[config.mk]
export PLATFORM = sky130hd
export DESIGN_NAME = tc_mod7_accum_ctrl
export DESIGN_NICKNAME = d
export VERILOG_FILES = /design/src/rtl/rns_mod7_pkg.sv /design/src/rtl/tc_mod7_inc.sv /design/src/rtl/tc_mod7_accum_ctrl.sv
export SDC_FILE = /design/constraint.sdc
export NUM_CORES = 1
export LEC_CHECK = 0
export ABC_AREA = 0
export ABC_CLOCK_PERIOD_IN_PS = 3400
export CORE_ASPECT_RATIO = 1.4
export CORE_MARGIN = 5
export CORE_UTILIZATION = 40
export CTS_BUF_LIST = sky130_fd_sc_hd__clkbuf_2
export DETAILED_ROUTE_END_ITERATION = 10
export PLACE_DENSITY_LB_ADDON = 0.12
export SETUP_SLACK_MARGIN = 0.02
export SLEW_MARGIN = 10
export SYNTH_ARGS = -nofsm -noshare
export SYNTH_HDL_FRONTEND = slang
export SYNTH_HIERARCHICAL = 1
export SYNTH_SLANG_ARGS = --single-unit
[constraint.sdc]
create_clock -name clk -period 3.4 [get_ports clk]
set_input_delay 0.68 -clock clk [delete_from_list [all_inputs] [get_ports clk]]
set_output_delay 0.68 -clock clk [all_outputs]
set_load 0.02 [all_outputs]
[src/rtl/rns_mod7_pkg.sv]
// rtl/rns_mod7_pkg.sv - shared types and constants for the mod-7 thermometer accumulator
package rns_mod7_pkg;

    typedef enum logic [1:0] {
        IDLE   = 2'd0,
        ACCEPT = 2'd1,
        STEP   = 2'd2,
        DONE   = 2'd3
    } state_t;

    localparam int          MOD7         = 7;
    localparam int          TC7_W        = MOD7 - 1;
    localparam logic [5:0]  TC7_ZERO     = 6'b000000;
    localparam logic [5:0]  TC7_MAX      = 6'b111111;
    localparam logic [2:0]  RES7_INVALID = 3'b111;

    // Binary value of a legal thermometer word is simply its count of ones.
    function automatic logic [2:0] tc7_to_bin(input logic [TC7_W-1:0] tc);
        logic [2:0] cnt;
        cnt = 3'd0;
        for (int i = 0; i < TC7_W; i++) begin
            cnt = cnt + {2'b00, tc[i]};
        end
        return cnt;
    endfunction

endpackage

[src/rtl/tc_mod7_inc.sv]
// rtl/tc_mod7_inc.sv - combinational thermometer +1 modulo 7
module tc_mod7_inc
    import rns_mod7_pkg::*;
(
    input  logic [TC7_W-1:0] i_tc,
    output logic [TC7_W-1:0] o_tc
);

    // Shift a one in from the bottom; the all-ones word (value 6) wraps to zero.
    always_comb begin
        o_tc = {i_tc[TC7_W-2:0], 1'b1};
        if (i_tc == TC7_MAX) begin
            o_tc = TC7_ZERO;
        end
    end

endmodule

[src/rtl/tc_mod7_accum_ctrl.sv]
// rtl/tc_mod7_accum_ctrl.sv - burst accumulator mod 7 in thermometer code; optional TC7_MOD7 invalid check via TC_MOD7_INVALID_CHK_EN
module tc_mod7_accum_ctrl
    import rns_mod7_pkg::*;
#(
    parameter int LEN_W = 4
)
(
    input  logic             clk,
    input  logic             rst,
    input  logic             start,
    input  logic [LEN_W-1:0] len,
    input  logic             op_valid,
    input  logic [2:0]       op_data,
    output logic             op_ready,
    output logic             busy,
    output logic             res_valid,
    output logic [TC7_W-1:0] res_tc,
`ifdef TC_MOD7_INVALID_CHK_EN
    output logic [2:0]       res_bin,
    output logic             err
`else
    output logic [2:0]       res_bin
`endif
);

    state_t             r_state;
    state_t             w_next_state;
    logic [TC7_W-1:0]   r_acc;
    logic [LEN_W-1:0]   r_cnt;
    logic [2:0]         r_rem;
    logic               r_res_valid;
    logic [TC7_W-1:0]   r_res_tc;
    logic [2:0]         r_res_bin;
    logic               w_op_ready;
    logic               w_busy;
    logic               w_hs;
    logic [2:0]         w_op_val;
    logic [TC7_W-1:0]   w_acc_inc;
    logic               w_last_op;

    tc_mod7_inc u_inc (
        .i_tc (r_acc),
        .o_tc (w_acc_inc)
    );

    // The invalid code carries no magnitude, so it always takes the zero-step path.
    assign w_op_val  = (op_data == RES7_INVALID) ? 3'd0 : op_data;
    assign w_hs      = w_op_ready & op_valid;
    assign w_last_op = (r_cnt == LEN_W'(1));

    // State register.
    always_ff @(posedge clk) begin
        if (rst) begin
            r_state <= IDLE;
        end else begin
            r_state <= w_next_state;
        end
    end

    // Next-state and state-decoded handshake outputs.
    always_comb begin
        w_next_state = r_state;
        w_op_ready   = 1'b0;
        w_busy       = 1'b1;
        case (r_state)
            IDLE: begin
                w_busy = 1'b0;
                if (start) begin
                    w_next_state = (len == '0) ? DONE : ACCEPT;
                end
            end
            ACCEPT: begin
                w_op_ready = 1'b1;
                if (op_valid) begin
                    if (w_op_val == 3'd0) begin
                        w_next_state = w_last_op ? DONE : ACCEPT;
                    end else begin
                        w_next_state = STEP;
                    end
                end
            end
            STEP: begin
                if (r_rem == 3'd1) begin
                    w_next_state = w_last_op ? DONE : ACCEPT;
                end
            end
            DONE: begin
                w_next_state = IDLE;
            end
            default: begin
                w_next_state = IDLE;
            end
        endcase
    end

    // Accumulator, operand/step counters and the registered result.
    always_ff @(posedge clk) begin
        if (rst) begin
            r_acc       <= TC7_ZERO;
            r_cnt       <= '0;
            r_rem       <= 3'd0;
            r_res_valid <= 1'b0;
            r_res_tc    <= TC7_ZERO;
            r_res_bin   <= 3'd0;
        end else begin
            r_res_valid <= 1'b0;
            case (r_state)
                IDLE: begin
                    if (start) begin
                        r_acc     <= TC7_ZERO;
                        r_cnt     <= len;
                        r_res_tc  <= TC7_ZERO;
                        r_res_bin <= 3'd0;
                    end
                end
                ACCEPT: begin
                    if (w_hs) begin
                        r_rem <= w_op_val;
                        if (w_op_val == 3'd0) begin
                            r_cnt <= r_cnt - LEN_W'(1);
                        end
                    end
                end
                STEP: begin
                    r_acc <= w_acc_inc;
                    r_rem <= r_rem - 3'd1;
                    if (r_rem == 3'd1) begin
                        r_cnt <= r_cnt - LEN_W'(1);
                    end
                end
                DONE: begin
                    r_res_valid <= 1'b1;
                    r_res_tc    <= r_acc;
                    r_res_bin   <= tc7_to_bin(r_acc);
                end
                default: begin
                    r_res_valid <= 1'b0;
                end
            endcase
        end
    end

`ifdef TC_MOD7_INVALID_CHK_EN
    logic r_err;

    // Sticky flag for an invalid residue seen on a handshake; a new burst clears it.
    always_ff @(posedge clk) begin
        if (rst) begin
            r_err <= 1'b0;
        end else if ((r_state == IDLE) && start) begin
            r_err <= 1'b0;
        end else if (w_hs && (op_data == RES7_INVALID)) begin
            r_err <= 1'b1;
        end
    end

    assign err = r_err;
`endif

    assign op_ready  = w_op_ready;
    assign busy      = w_busy;
    assign res_valid = r_res_valid;
    assign res_tc    = r_res_tc;
    assign res_bin   = r_res_bin;

endmodule

==> out/qor.log, run 1 <==
[timing] Post-Route Skew 16.63 ps
[global_routing] first-pass GRT wire length 5940 µm
[synthesis] per-instance average area after synthesis 8.743 µm²
[timing] Worst Max-Slew Pin Slew 640.7 ps
[layout] design area 1743 µm²
[global_routing] grt total ovfl 0
[global_routing] largest net degree at the start of global routing 18
[setup_path] worst r2r src r_acc[0]$_SDFFE_PP0P_
[setup_path] number of cells on the worst reg-to-reg path 9
[setup_path] arrival time reported for the critical path endpoint 1920 ps
[routing] WL met2 1966 µm
[floorplanning] die extent in x 61.06 µm
[place] post-detailed-placement cell area 1720 µm²
[floorplanning] cell row count 26
[timing] worst hold margin 515.1 ps
[routing] total routed wire length on the met1 layer 1284 µm
[outcome] result of the run completed
[cts] TritonCTS clock tree yes
[cts] later-pin clock latency in the skew report 350 ps
[routing] average wire per standard cell 14.67 µm
[synthesis] number of enable-type register cells in the synthesized netlist 0
[timing] post-layout minimum cycle time 2595 ps
[routing] first-iteration detailed-routing DRC count 32
[place] detailed placer's ending HPWL 2714 µm
[cts] master cell of the clock root buffer sky130_fd_sc_hd__clkbuf_2
[synthesis] post-synthesis register bit count 25
[timing] number of failing hold endpoints at the final stage 0
[synthesis] post-synthesis sequential area ratio 34.28%
[timing] top achievable clock speed 385.3 MHz
[layout] final net count 213
[floorplanning] effective utilization at floorplan 40.80%
[place] count of placed standard cells including taps 227
[power_and_ir_drop] power density over cell area 658.6 nW/µm²
[setup_path] flop2flop setup slack 880 ps
[synthesis] Yosys cell types 48
[setup_path] most frequent CP cell sky130_fd_sc_hd__inv_1
[cts] number of buffers inserted by post-CTS setup repair 0
[cts] Max Root-Sink Buffers 2
[setup_path] endpoint required time on the critical path 2720 ps
[cts] htree depth 1
[timing] RSZ-0062 raised after global routing false
[synthesis] Yosys Warn Count 6
[setup_path] slowest cell on the critical path sky130_fd_sc_hd__clkdlybuf4s50_1
[timing] worst relative slew slack 57.00%
[synthesis] Post-Synthesis Cell Area 1460 µm²
[power_and_ir_drop] peak supply drop 0.0004124 V
[routing] total number of vias 1300
[setup_path] crit path from r_state[0]$_SDFFE_PP0P_
[setup_path] Critical Path Start Type flip-flop
[global_routing] number of antenna violations at the first check in global routing 0
[worst_hold_path] worst min-delay path category reg -> reg
[layout] commonest cells after routing, fill and taps aside sky130_fd_sc_hd__dfxtp_1 (25), sky130_fd_sc_hd__nor2_1 (24), sky130_fd_sc_hd__clkdlybuf4s50_1 (22)
[routing] 1st-pass router iterations 6
[routing] vias per cell 5.628
[global_routing] via count of the first global-routing pass 1344
[power_and_ir_drop] static leakage power 0.6395 nW
[cts] CTS hold repair buffers 0
[timing] post-route fraction of the period consumed by the critical path 76.33%
[setup_path] Buf/Inv on CP 3
[global_routing] all-layer global routing usage 15.43%
[layout] fraction of final layout cells sized beyond drive strength 1 6.878%
[setup_path] crit path max fanout 7
[cts] clock edge transition at the registers on the reported setup and hold paths 260 ps
[timing] Sum Neg Setup Slack 0 ps
[routing] routed wire length 3388 µm
[cts] number of gates given a new drive strength after cts 0
[layout] number of standard cells in the final layout excluding fillers 231
[floorplanning] Top Ports 23
[synthesis] Async S/R FF share, synth 0%
[setup_path] kind of end point of the critical path output port
[setup_path] max incr delay on CP 610 ps
[floorplanning] full die area 4975 µm²
[synthesis] leading post-synthesis cells by cell area sky130_fd_sc_hd__dfxtp_1 (34%), sky130_fd_sc_hd__ha_1 (7.7%), sky130_fd_sc_hd__a22oi_1 (7.2%)
[place] routability congestion estimate 0.7447
[place] worst slack at placement 893.6 ps
[worst_hold_path] sink of the worst hold path r_rem[1]$_SDFFE_PP0P_
[routing] number of design rule violations left after detail routing 0
[setup_path] critical register-to-register path endpoint res_bin[1]$_SDFFE_PP0P_
[synthesis] post-synthesis cell type with the largest combined area sky130_fd_sc_hd__dfxtp_1
[job] maximum capacitance violations 0
[timing] fin. max-slew vios 0
[cts] CTS sink cnt 25
[setup_path] top cell family by delay on the critical path buffers and inverters
[synthesis] area share of the largest cell type after synthesis 34.28%
[synthesis] Post-Syn Nets 190
[worst_hold_path] hold path start r_rem[1]$_SDFFE_PP0P_
[routing] Routed met3 length 114 µm
[setup_path] critical-path cell list inv_1 -> ha_1 -> inv_1 -> clkdlybuf4s50_1
[routing] remaining number of nets flagged by the antenna check after routing 0
[layout] area growth from synthesis to layout 19.37%
[layout] commonest non-fill, non-tap cell in the layout sky130_fd_sc_hd__dfxtp_1
[worst_hold_path] cell count of the worst hold path 2
[synthesis] top flip-flop cell by instance count after synthesis sky130_fd_sc_hd__dfxtp_1
[routing] top layer reached by signal wires met4
[floorplanning] vertical die dimension 81.49 µm
[place] Port Buf Inserts 22
[layout] antenna diode count 0
[cts] number of buffers created by CTS 3
[floorplanning] floorplan core area 3578 µm²
[timing] worst-case setup margin in the final layout 804.7 ps
[setup_path] crit path kind reg -> out
[timing] number of endpoints failing setup at the final stage 0
[synthesis] gate count after technology mapping 167
where the power goes:
part | switching [mW] | internal [mW] | leakage [nW]
combinational | 0.371 | 0.256 | 0.424
clock | 0.0944 | 0.0273 | 0.0126
sequential | 0.0550 | 0.344 | 0.203
worst max path at each step:
stage | end | slack, ps | cells after the start
after global placement | res_bin[1]$_SDFFE_PP0P_ | 930 | 9
after global routing | busy | 650 | 4
final | busy | 800 | 4
after CTS | busy | 770 | 4
after floorplan | res_bin[1]$_SDFFE_PP0P_ | 990 | 9
after detailed placement | res_bin[1]$_SDFFE_PP0P_ | 890 | 9
cell usage after synthesis, types with 2 or more instances:
cell type / count
sky130_fd_sc_hd__nor4_1: 2
sky130_fd_sc_hd__nor2b_1: 2
sky130_fd_sc_hd__nand2_1: 7
sky130_fd_sc_hd__o22ai_1: 2
sky130_fd_sc_hd__dfxtp_1: 25
sky130_fd_sc_hd__a21oi_1: 3
sky130_fd_sc_hd__o31ai_1: 3
sky130_fd_sc_hd__nor3_1: 2
sky130_fd_sc_hd__a2bb2oi_1: 2
sky130_fd_sc_hd__ha_1: 9
sky130_fd_sc_hd__a22oi_1: 14
sky130_fd_sc_hd__fa_1: 3
sky130_fd_sc_hd__inv_1: 19
sky130_fd_sc_hd__clkbuf_1: 4
sky130_fd_sc_hd__nand3_1: 4
sky130_fd_sc_hd__a21boi_1: 2
sky130_fd_sc_hd__a311oi_1: 3
sky130_fd_sc_hd__nand4_1: 2
sky130_fd_sc_hd__nand2b_1: 2
sky130_fd_sc_hd__o21ai_1: 2
sky130_fd_sc_hd__a31oi_1: 2
sky130_fd_sc_hd__o21ai_0: 3
sky130_fd_sc_hd__a211oi_1: 2
sky130_fd_sc_hd__nor2_1: 24
per-layer routing:
metal | track usage (%) | up-vias
li1 | - | 644
met1 | 16.00 | 631
met2 | 30.61 | 23
met3 | 1.415 | 2
met4 | 5.206 | 0
met5 | 0 | -
through the flow:
stage	utilization, %	power (mW)
after global routing	48.71	1.256
after global placement	48.08	1.010
after floorplan	-	0.8604
after detailed placement	48.08	1.034
final	48.71	1.148
after CTS	48.71	1.162
area by class of cell:
type | count | area [µm²]
Clock buffer | 3 | 15.01
Multi-Input combinational cell | 118 | 868.3
Tap cell | 42 | 52.55
Timing Repair Buffer | 23 | 227.7
Clock inverter | 1 | 7.507
Inverter | 19 | 71.32
Fill cell | 374 | 1836
Sequential cell | 25 | 500.5
sequential cells by signal, summed over array words and instances (netlist names):
signal / cells
res_bin: 3
r_state: 2
r_rem: 3
res_valid: 1
r_acc: 6
res_tc: 6
r_cnt: 4
logic make-up (layout without fill, tap and decap cells):
kind of cell,count (synthesis),after routing,synth area share (%)
multiplexers,1,1,0.6855
AND/OR/NAND/NOR,56,56,20.22
AO/OA/AOI/OAI,49,49,26.74
flip-flops,25,25,34.28
adder cells (fa/ha/maj),12,12,11.83
buffers and inverters,24,46,6.255
worst min-delay path: stages, from the launching register on:
cell	delay, ps
sky130_fd_sc_hd__dfxtp_1	370
sky130_fd_sc_hd__nor2_1	90
sky130_fd_sc_hd__a311oi_1	50
No activity file was read; power rests on OpenSTA's default activity.
==> inputs of run 2 (changes only) <==
Settings changed: ABC_CLOCK_PERIOD_IN_PS 3400 to 2300.
Clock period 3.4 ns to 2.3 ns, I/O delays scaled along.
==> run 2 against run 1 <==
Net effect: wire length grew 7.3%; critical path depth rose by 5; first-iteration DRC count up 140%; the flow now finishes with violations (setup timing).
==> out/qor.log, run 2 (same netlist as run 1, synthesis figures left out) <==
[cts] TritonCTS clock tree yes [unchanged]
[power_and_ir_drop] power density over cell area 946.5 nW/µm² [was 658.6 nW/µm²]
[routing] first-iteration detailed-routing DRC count 78 [was 32]
[floorplanning] effective utilization at floorplan 40.80% [unchanged]
[layout] Final Util 50.04% [was 48.71%]
[setup_path] top cell family by delay on the critical path adder cells [was buffers and inverters]
[setup_path] critical-path cell list fa_1 -> inv_1 -> fa_1 -> inv_1 -> ha_1 -> inv_1 -> fa_1 -> a2bb2oi_2 -> nor2_1 [was inv_1 -> ha_1 -> inv_1 -> clkdlybuf4s50_1]
[global_routing] grt total ovfl 0 [unchanged]
[outcome] failing checks setup timing
[place] worst slack at placement -152.0 ps [was 893.6 ps]
[cts] master cell of the clock root buffer sky130_fd_sc_hd__clkbuf_2 [unchanged]
[setup_path] slowest cell on the critical path sky130_fd_sc_hd__fa_1 [was sky130_fd_sc_hd__clkdlybuf4s50_1]
[place] Port Buf Inserts 22 [unchanged]
[layout] combined area of the multi-input logic cells 874.6 µm² [was 868.3 µm²]
[floorplanning] cell row count 26 [unchanged]
[layout] antenna diode count 0 [unchanged]
[outcome] result of the run finished, violations left [was completed]
[timing] number of failing hold endpoints at the final stage 0 [unchanged]
[layout] Filler Cell Count 374 [unchanged]
[setup_path] kind of end point of the critical path flip-flop [was output port]
[cts] CTS sink cnt 25 [unchanged]
[layout] area growth from synthesis to layout 22.62% [was 19.37%]
[timing] worst relative slew slack 52.58% [was 57.00%]
[global_routing] number of antenna violations at the first check in global routing 0 [unchanged]
[routing] 1st-pass router iterations 4 [was 6]
[timing] Worst Max-Slew Pin Slew 706.6 ps [was 640.7 ps]
[timing] post-layout minimum cycle time 2370 ps
[place] routability congestion estimate 0.8016 [was 0.7447]
[floorplanning] Top Ports 23 [unchanged]
[setup_path] Buf/Inv on CP 3 [unchanged]
[power_and_ir_drop] internal power summed over all cells 0.9207 mW [was 0.6278 mW]
[floorplanning] floorplan core area 3578 µm² [unchanged]
[timing] worst hold margin 522.5 ps [was 515.1 ps]
[timing] fin. max-slew vios 0 [unchanged]
[timing] Post-Route Skew 23.46 ps [was 16.63 ps]
[cts] Max Root-Sink Buffers 2 [unchanged]
[setup_path] endpoint required time on the critical path 2630 ps [was 2720 ps]
[layout] number of standard cells in the final layout excluding fillers 236 [was 231]
[setup_path] critical path depth 9 [was 4]
[global_routing] largest net degree at the start of global routing 17 [was 18]
[cts] htree depth 1 [unchanged]
[routing] number of design rule violations left after detail routing 0 [unchanged]
[timing] RSZ-0062 raised after global routing true [was false]
[worst_hold_path] worst min-delay path category reg -> reg [unchanged]
[layout] design area 1790 µm² [was 1743 µm²]
[worst_hold_path] cell count of the worst hold path 2 [unchanged]
[timing] top achievable clock speed 421.9 MHz
[power_and_ir_drop] Sw Share 45.68% [was 45.31%]
[power_and_ir_drop] static leakage power 0.6744 nW [was 0.6395 nW]
[cts] number of buffers created by CTS 3 [unchanged]
[cts] clock edge transition at the registers on the reported setup and hold paths 280 ps [was 260 ps]
[layout] final net count 218 [was 213]
[cts] CTS hold repair buffers 0 [unchanged]
[timing] number of endpoints failing setup at the final stage 1 [was 0]
[routing] vias per cell 5.636 [was 5.628]
[setup_path] Critical Path Start Type flip-flop [unchanged]
[layout] commonest non-fill, non-tap cell in the layout sky130_fd_sc_hd__nor2_1 [was sky130_fd_sc_hd__dfxtp_1]
[place] post-detailed-placement cell area 1763 µm² [was 1720 µm²]
[floorplanning] vertical die dimension 81.49 µm [unchanged]
[layout] commonest cells after routing, fill and taps aside sky130_fd_sc_hd__nor2_1 (24), sky130_fd_sc_hd__dfxtp_1 (22), sky130_fd_sc_hd__clkdlybuf4s50_1 (20) [was sky130_fd_sc_hd__dfxtp_1 (25), sky130_fd_sc_hd__nor2_1 (24), sky130_fd_sc_hd__clkdlybuf4s50_1 (22)]
[power_and_ir_drop] part of the total power dissipated in combinational logic 54.4% [was 54.6%]
[setup_path] crit path kind reg -> reg [was reg -> out]
[place] count of placed standard cells including taps 232 [was 227]
[place] detailed placer's ending HPWL 2875 µm [was 2714 µm]
[power_and_ir_drop] part of the total power dissipated in the clock network 11.2% [was 10.6%]
[setup_path] number of cells on the worst reg-to-reg path 9 [unchanged]
[global_routing] via count of the first global-routing pass 1347 [was 1344]
[setup_path] arrival time reported for the critical path endpoint 2700 ps [was 1920 ps]
[layout] fraction of final layout cells sized beyond drive strength 1 11.34% [was 6.878%]
[job] maximum capacitance violations 0 [unchanged]
[floorplanning] die extent in x 61.06 µm [unchanged]
[routing] average wire per standard cell 15.40 µm [was 14.67 µm]
[routing] total number of vias 1330 [was 1300]
[power_and_ir_drop] sequential share of power 34.5% [was 34.8%]
[setup_path] crit path max fanout 2 [was 7]
[power_and_ir_drop] peak supply drop 0.0008536 V [was 0.0004124 V]
[floorplanning] full die area 4975 µm² [unchanged]
[cts] later-pin clock latency in the skew report 370 ps [was 350 ps]
[power_and_ir_drop] NetSw 0.7741 mW [was 0.5201 mW]
[global_routing] first-pass GRT wire length 6168 µm [was 5940 µm]
[layout] Register Area 506.7 µm² [was 500.5 µm²]
[global_routing] all-layer global routing usage 16.14% [was 15.43%]
[routing] routed wire length 3634 µm [was 3388 µm]
[setup_path] max incr delay on CP 520 ps [was 610 ps]
[timing] post-route fraction of the period consumed by the critical path 103.0%
[routing] remaining number of nets flagged by the antenna check after routing 0 [unchanged]
[timing] worst-case setup margin in the final layout -70.01 ps [was 804.7 ps]
run 2: changes by cell type in the layout (fill, tap and decap cells not counted), moves of 2 or more:
cell / change
sky130_fd_sc_hd__dfxtp_2: +2
sky130_fd_sc_hd__buf_4: +5
sky130_fd_sc_hd__clkdlybuf4s50_1: -2
sky130_fd_sc_hd__dfxtp_1: -3
sky130_fd_sc_hd__dlygate4sd2_1: +2
run 2: per-stage QoR:
stage	setup TNS, ps	total power [mW]
after floorplan	-78.80	1.273
after global placement	-108.1	1.496
after detailed placement	-152.0	1.533
after CTS	-117.8	1.709
after global routing	-241.3	1.831
final	-70.01	1.695
run 2: timing repair:
item / 4_1_cts / 5_1_grt
pin swaps: 1 / 2
resized for setup: 2 / 2
endpoints found under the setup margin: 4 / 2
buffers inserted: 0 / 0
run 2: tightest hold or removal path: stages, from the launching register on:
cell,delay (ps)
sky130_fd_sc_hd__dfxtp_1,390
sky130_fd_sc_hd__a2bb2oi_2,110
sky130_fd_sc_hd__nor2_1,40
run 2: final timing paths:
path	slack, ps	start	end
worst min register to register	520	res_bin[1]$_SDFFE_PP0P_	res_bin[1]$_SDFFE_PP0P_
worst max register to register	-70	r_acc[3]$_SDFFE_PP0P_	res_bin[1]$_SDFFE_PP0P_
worst min-delay path	520	res_bin[1]$_SDFFE_PP0P_	res_bin[1]$_SDFFE_PP0P_
worst max-delay path	-70	r_acc[3]$_SDFFE_PP0P_	res_bin[1]$_SDFFE_PP0P_
run 2: metal layers:
metal / up-vias / GRT usage, % / wire length (µm) / part of all wire, %
met5: - / 0 / 0 / 0
met4: 0 / 4.555 / 27 / 0.74
met3: 2 / 2.044 / 116 / 3.2
met2: 20 / 31.57 / 2105 / 58
met1: 648 / 17.18 / 1385 / 38
li1: 660 / - / - / -
run 2: final cells by class:
class | instances | share of cell area [%]
clock buffers | 3 | 0.8386
clock inverters | 1 | 0.4193
inverters | 19 | 3.983
multi-input cells | 118 | 48.85
flip-flops and latches | 25 | 28.30
well taps | 42 | 2.935
repair buffers | 28 | 14.68
run 2: power by group through the flow:
stage | clock network (mW) | logic [mW] | registers, mW
floorplan | 0 | 0.693 | 0.581
global placement | 0 | 0.905 | 0.592
detailed placement | 0 | 0.941 | 0.593
CTS | 0.196 | 0.928 | 0.585
global route | 0.206 | 1.03 | 0.597
finish | 0.189 | 0.922 | 0.584
==> inputs of run 3 (changes only) <==
Settings changed: ABC_CLOCK_PERIOD_IN_PS 2300 to 2009, PLACE_DENSITY_LB_ADDON 0.12 to not set.
Clock period 2.3 ns to 2.01 ns, I/O delays scaled along.
==> run 3 against run 2 <==
Net effect: the flow still finishes with violations (setup timing); sequential power grew 16%; highest routed layer unchanged; critical path depth stayed put; clock skew decreased by 9.3 ps; largest power group unchanged; first-iteration DRC count decreased by 40%; global-route usage fell by 0.43 points.
==> out/qor.log, run 3 (same netlist as run 1, synthesis figures left out) <==
[timing] Sum Neg Setup Slack -630.3 ps [was -70.01 ps]
[cts] Max Root-Sink Buffers 2 [unchanged]
[cts] TritonCTS clock tree yes [unchanged]
[timing] number of failing hold endpoints at the final stage 0 [unchanged]
[routing] number of design rule violations left after detail routing 0 [unchanged]
[timing] worst relative slew slack 50.02% [was 52.58%]
[timing] worst hold margin 523.3 ps [was 522.5 ps]
[power_and_ir_drop] sequential share of power 32.9% [was 34.5%]
[routing] average wire per standard cell 14.75 µm [was 15.40 µm]
[cts] number of buffers created by CTS 3 [unchanged]
[floorplanning] full die area 4975 µm² [unchanged]
[power_and_ir_drop] NetSw 0.8946 mW [was 0.7741 mW]
[place] routability congestion estimate 0.7650 [was 0.8016]
[cts] clock edge transition at the registers on the reported setup and hold paths 260 ps [was 280 ps]
[layout] Register Area 510.5 µm² [was 506.7 µm²]
[global_routing] all-layer global routing usage 15.71% [was 16.14%]
[power_and_ir_drop] total power 2.051 mW [was 1.695 mW]
[routing] WL met2 1940 µm [was 2105 µm]
[setup_path] kind of end point of the critical path flip-flop [unchanged]
[power_and_ir_drop] internal power summed over all cells 1.156 mW [was 0.9207 mW]
[power_and_ir_drop] part of the total power dissipated in combinational logic 56.7% [was 54.4%]
[layout] antenna diode count 0 [unchanged]
[cts] CTS hold repair buffers 0 [unchanged]
[timing] fin. max-slew vios 0 [unchanged]
[place] post-detailed-placement cell area 1831 µm² [was 1763 µm²]
[routing] routed wire length 3629 µm [was 3634 µm]
[setup_path] Critical Path Start Type flip-flop [unchanged]
[place] worst slack at placement -419.4 ps [was -152.0 ps]
[cts] master cell of the clock root buffer sky130_fd_sc_hd__clkbuf_2 [unchanged]
[routing] 1st-pass router iterations 4 [unchanged]
[power_and_ir_drop] part of the total power dissipated in the clock network 10.4% [was 11.2%]
[power_and_ir_drop] Sw Share 43.62% [was 45.68%]
[timing] Post-Route Skew 14.17 ps [was 23.46 ps]
[layout] area growth from synthesis to layout 29.56% [was 22.62%]
[outcome] result of the run finished, violations left [unchanged]
[job] maximum capacitance violations 0 [unchanged]
[setup_path] endpoint required time on the critical path 2320 ps [was 2630 ps]
[setup_path] arrival time reported for the critical path endpoint 2690 ps [was 2700 ps]
[power_and_ir_drop] peak supply drop 0.0009060 V [was 0.0008536 V]
[routing] vias per cell 5.565 [was 5.636]
[layout] number of standard cells in the final layout excluding fillers 246 [was 236]
[timing] post-layout minimum cycle time 2377 ps [was 2370 ps]
[layout] Filler Cell Count 352 [was 374]
[outcome] failing checks setup timing [unchanged]
[routing] top layer reached by signal wires met4 [unchanged]
[layout] fraction of final layout cells sized beyond drive strength 1 19.61% [was 11.34%]
[setup_path] crit path max fanout 2 [unchanged]
[place] count of placed standard cells including taps 241 [was 232]
[timing] Worst Max-Slew Pin Slew 744.7 ps [was 706.6 ps]
[cts] htree depth 1 [unchanged]
[layout] final net count 228 [was 218]
[global_routing] largest net degree at the start of global routing 15 [was 17]
[floorplanning] effective utilization at floorplan 40.80% [unchanged]
[cts] CTS sink cnt 25 [unchanged]
[setup_path] crit path kind reg -> reg [unchanged]
[power_and_ir_drop] static leakage power 0.7201 nW [was 0.6744 nW]
[layout] commonest non-fill, non-tap cell in the layout sky130_fd_sc_hd__nor2_1 [unchanged]
[routing] remaining number of nets flagged by the antenna check after routing 0 [unchanged]
[timing] RSZ-0062 raised after global routing true [unchanged]
[timing] worst-case setup margin in the final layout -367.0 ps [was -70.01 ps]
[floorplanning] vertical die dimension 81.49 µm [unchanged]
[routing] Routed met3 length 111 µm [was 116 µm]
[floorplanning] Top Ports 23 [unchanged]
[layout] commonest cells after routing, fill and taps aside sky130_fd_sc_hd__nor2_1 (24), sky130_fd_sc_hd__dfxtp_1 (21), sky130_fd_sc_hd__clkdlybuf4s50_1 (20) [was sky130_fd_sc_hd__nor2_1 (24), sky130_fd_sc_hd__dfxtp_1 (22), sky130_fd_sc_hd__clkdlybuf4s50_1 (20)]
[floorplanning] cell row count 26 [unchanged]
[floorplanning] die extent in x 61.06 µm [unchanged]
[floorplanning] floorplan core area 3578 µm² [unchanged]
[timing] number of endpoints failing setup at the final stage 2 [was 1]
[global_routing] via count of the first global-routing pass 1404 [was 1347]
[timing] top achievable clock speed 420.7 MHz [was 421.9 MHz]
[setup_path] flop2flop setup slack -370 ps [was -70 ps]
[worst_hold_path] worst min-delay path category reg -> reg [unchanged]
[global_routing] first-pass GRT wire length 5982 µm [was 6168 µm]
[layout] Final Util 52.87% [was 50.04%]
[routing] total number of vias 1369 [was 1330]
[place] Port Buf Inserts 22 [unchanged]
[power_and_ir_drop] power density over cell area 1084 nW/µm² [was 946.5 nW/µm²]
[layout] combined area of the multi-input logic cells 897.1 µm² [was 874.6 µm²]
[global_routing] grt total ovfl 0 [unchanged]
[timing] post-route fraction of the period consumed by the critical path 118.3% [was 103.0%]
[global_routing] number of antenna violations at the first check in global routing 0 [unchanged]
[place] detailed placer's ending HPWL 2885 µm [was 2875 µm]
[layout] design area 1892 µm² [was 1790 µm²]
[routing] total routed wire length on the met1 layer 1443 µm [was 1385 µm]
[cts] later-pin clock latency in the skew report 360 ps [was 370 ps]
[routing] first-iteration detailed-routing DRC count 47 [was 78]
==> run 3: final timing paths <==
| kind | from | to | depth (start not counted) |
|---|---|---|---|
| worst min-delay path | r_rem[1]$_SDFFE_PP0P_ | r_rem[1]$_SDFFE_PP0P_ | 2 |
| worst max-delay path | r_acc[3]$_SDFFE_PP0P_ | res_bin[1]$_SDFFE_PP0P_ | 9 |
| worst min register to register | r_rem[1]$_SDFFE_PP0P_ | r_rem[1]$_SDFFE_PP0P_ | 2 |
| worst max register to register | r_acc[3]$_SDFFE_PP0P_ | res_bin[1]$_SDFFE_PP0P_ | 9 |
==> run 3: layer usage <==
metal  global-route usage (%)  vias to the layer above
li1                         -                      677
met1                    16.17                      654
met2                    28.81                       26
met3                    2.516                       12
met4                    8.894                        0
met5                        0                        -
==> run 3: power groups by stage <==
stage / registers (mW) / clock network (mW) / logic, mW
finish: 0.675 / 0.212 / 1.16
global route: 0.691 / 0.236 / 1.29
CTS: 0.668 / 0.216 / 1.13
detailed placement: 0.675 / 0 / 1.13
global placement: 0.671 / 0 / 1.09
floorplan: 0.665 / 0 / 0.793
==> run 3: final cells by class <==
| type | count | share of cell area [%] |
|---|---|---|
| Clock buffer | 4 | 1.058 |
| Inverter | 19 | 3.770 |
| Multi-Input combinational cell | 118 | 47.42 |
| Sequential cell | 25 | 26.98 |
| Tap cell | 42 | 2.778 |
| Timing Repair Buffer | 38 | 17.99 |
==> run 3: worst max-delay path, stage by stage, from the launching register on <==
cell	delay [ps]
sky130_fd_sc_hd__dfxtp_2	380
sky130_fd_sc_hd__fa_1	530
sky130_fd_sc_hd__inv_1	50
sky130_fd_sc_hd__fa_1	480
sky130_fd_sc_hd__inv_2	50
sky130_fd_sc_hd__ha_4	150
sky130_fd_sc_hd__inv_2	50
sky130_fd_sc_hd__fa_1	420
sky130_fd_sc_hd__a2bb2oi_2	140
sky130_fd_sc_hd__nor2_1	100
==> run 3: repair_timing <==
| action | in CTS | in global routing |
|---|---|---|
| gates resized for setup | 7 | 8 |
| setup endpoints to repair | 6 | 7 |
| buffers inserted | 0 | 1 |
| cloned | 0 | 0 |
| pin swaps | 1 | 3 |
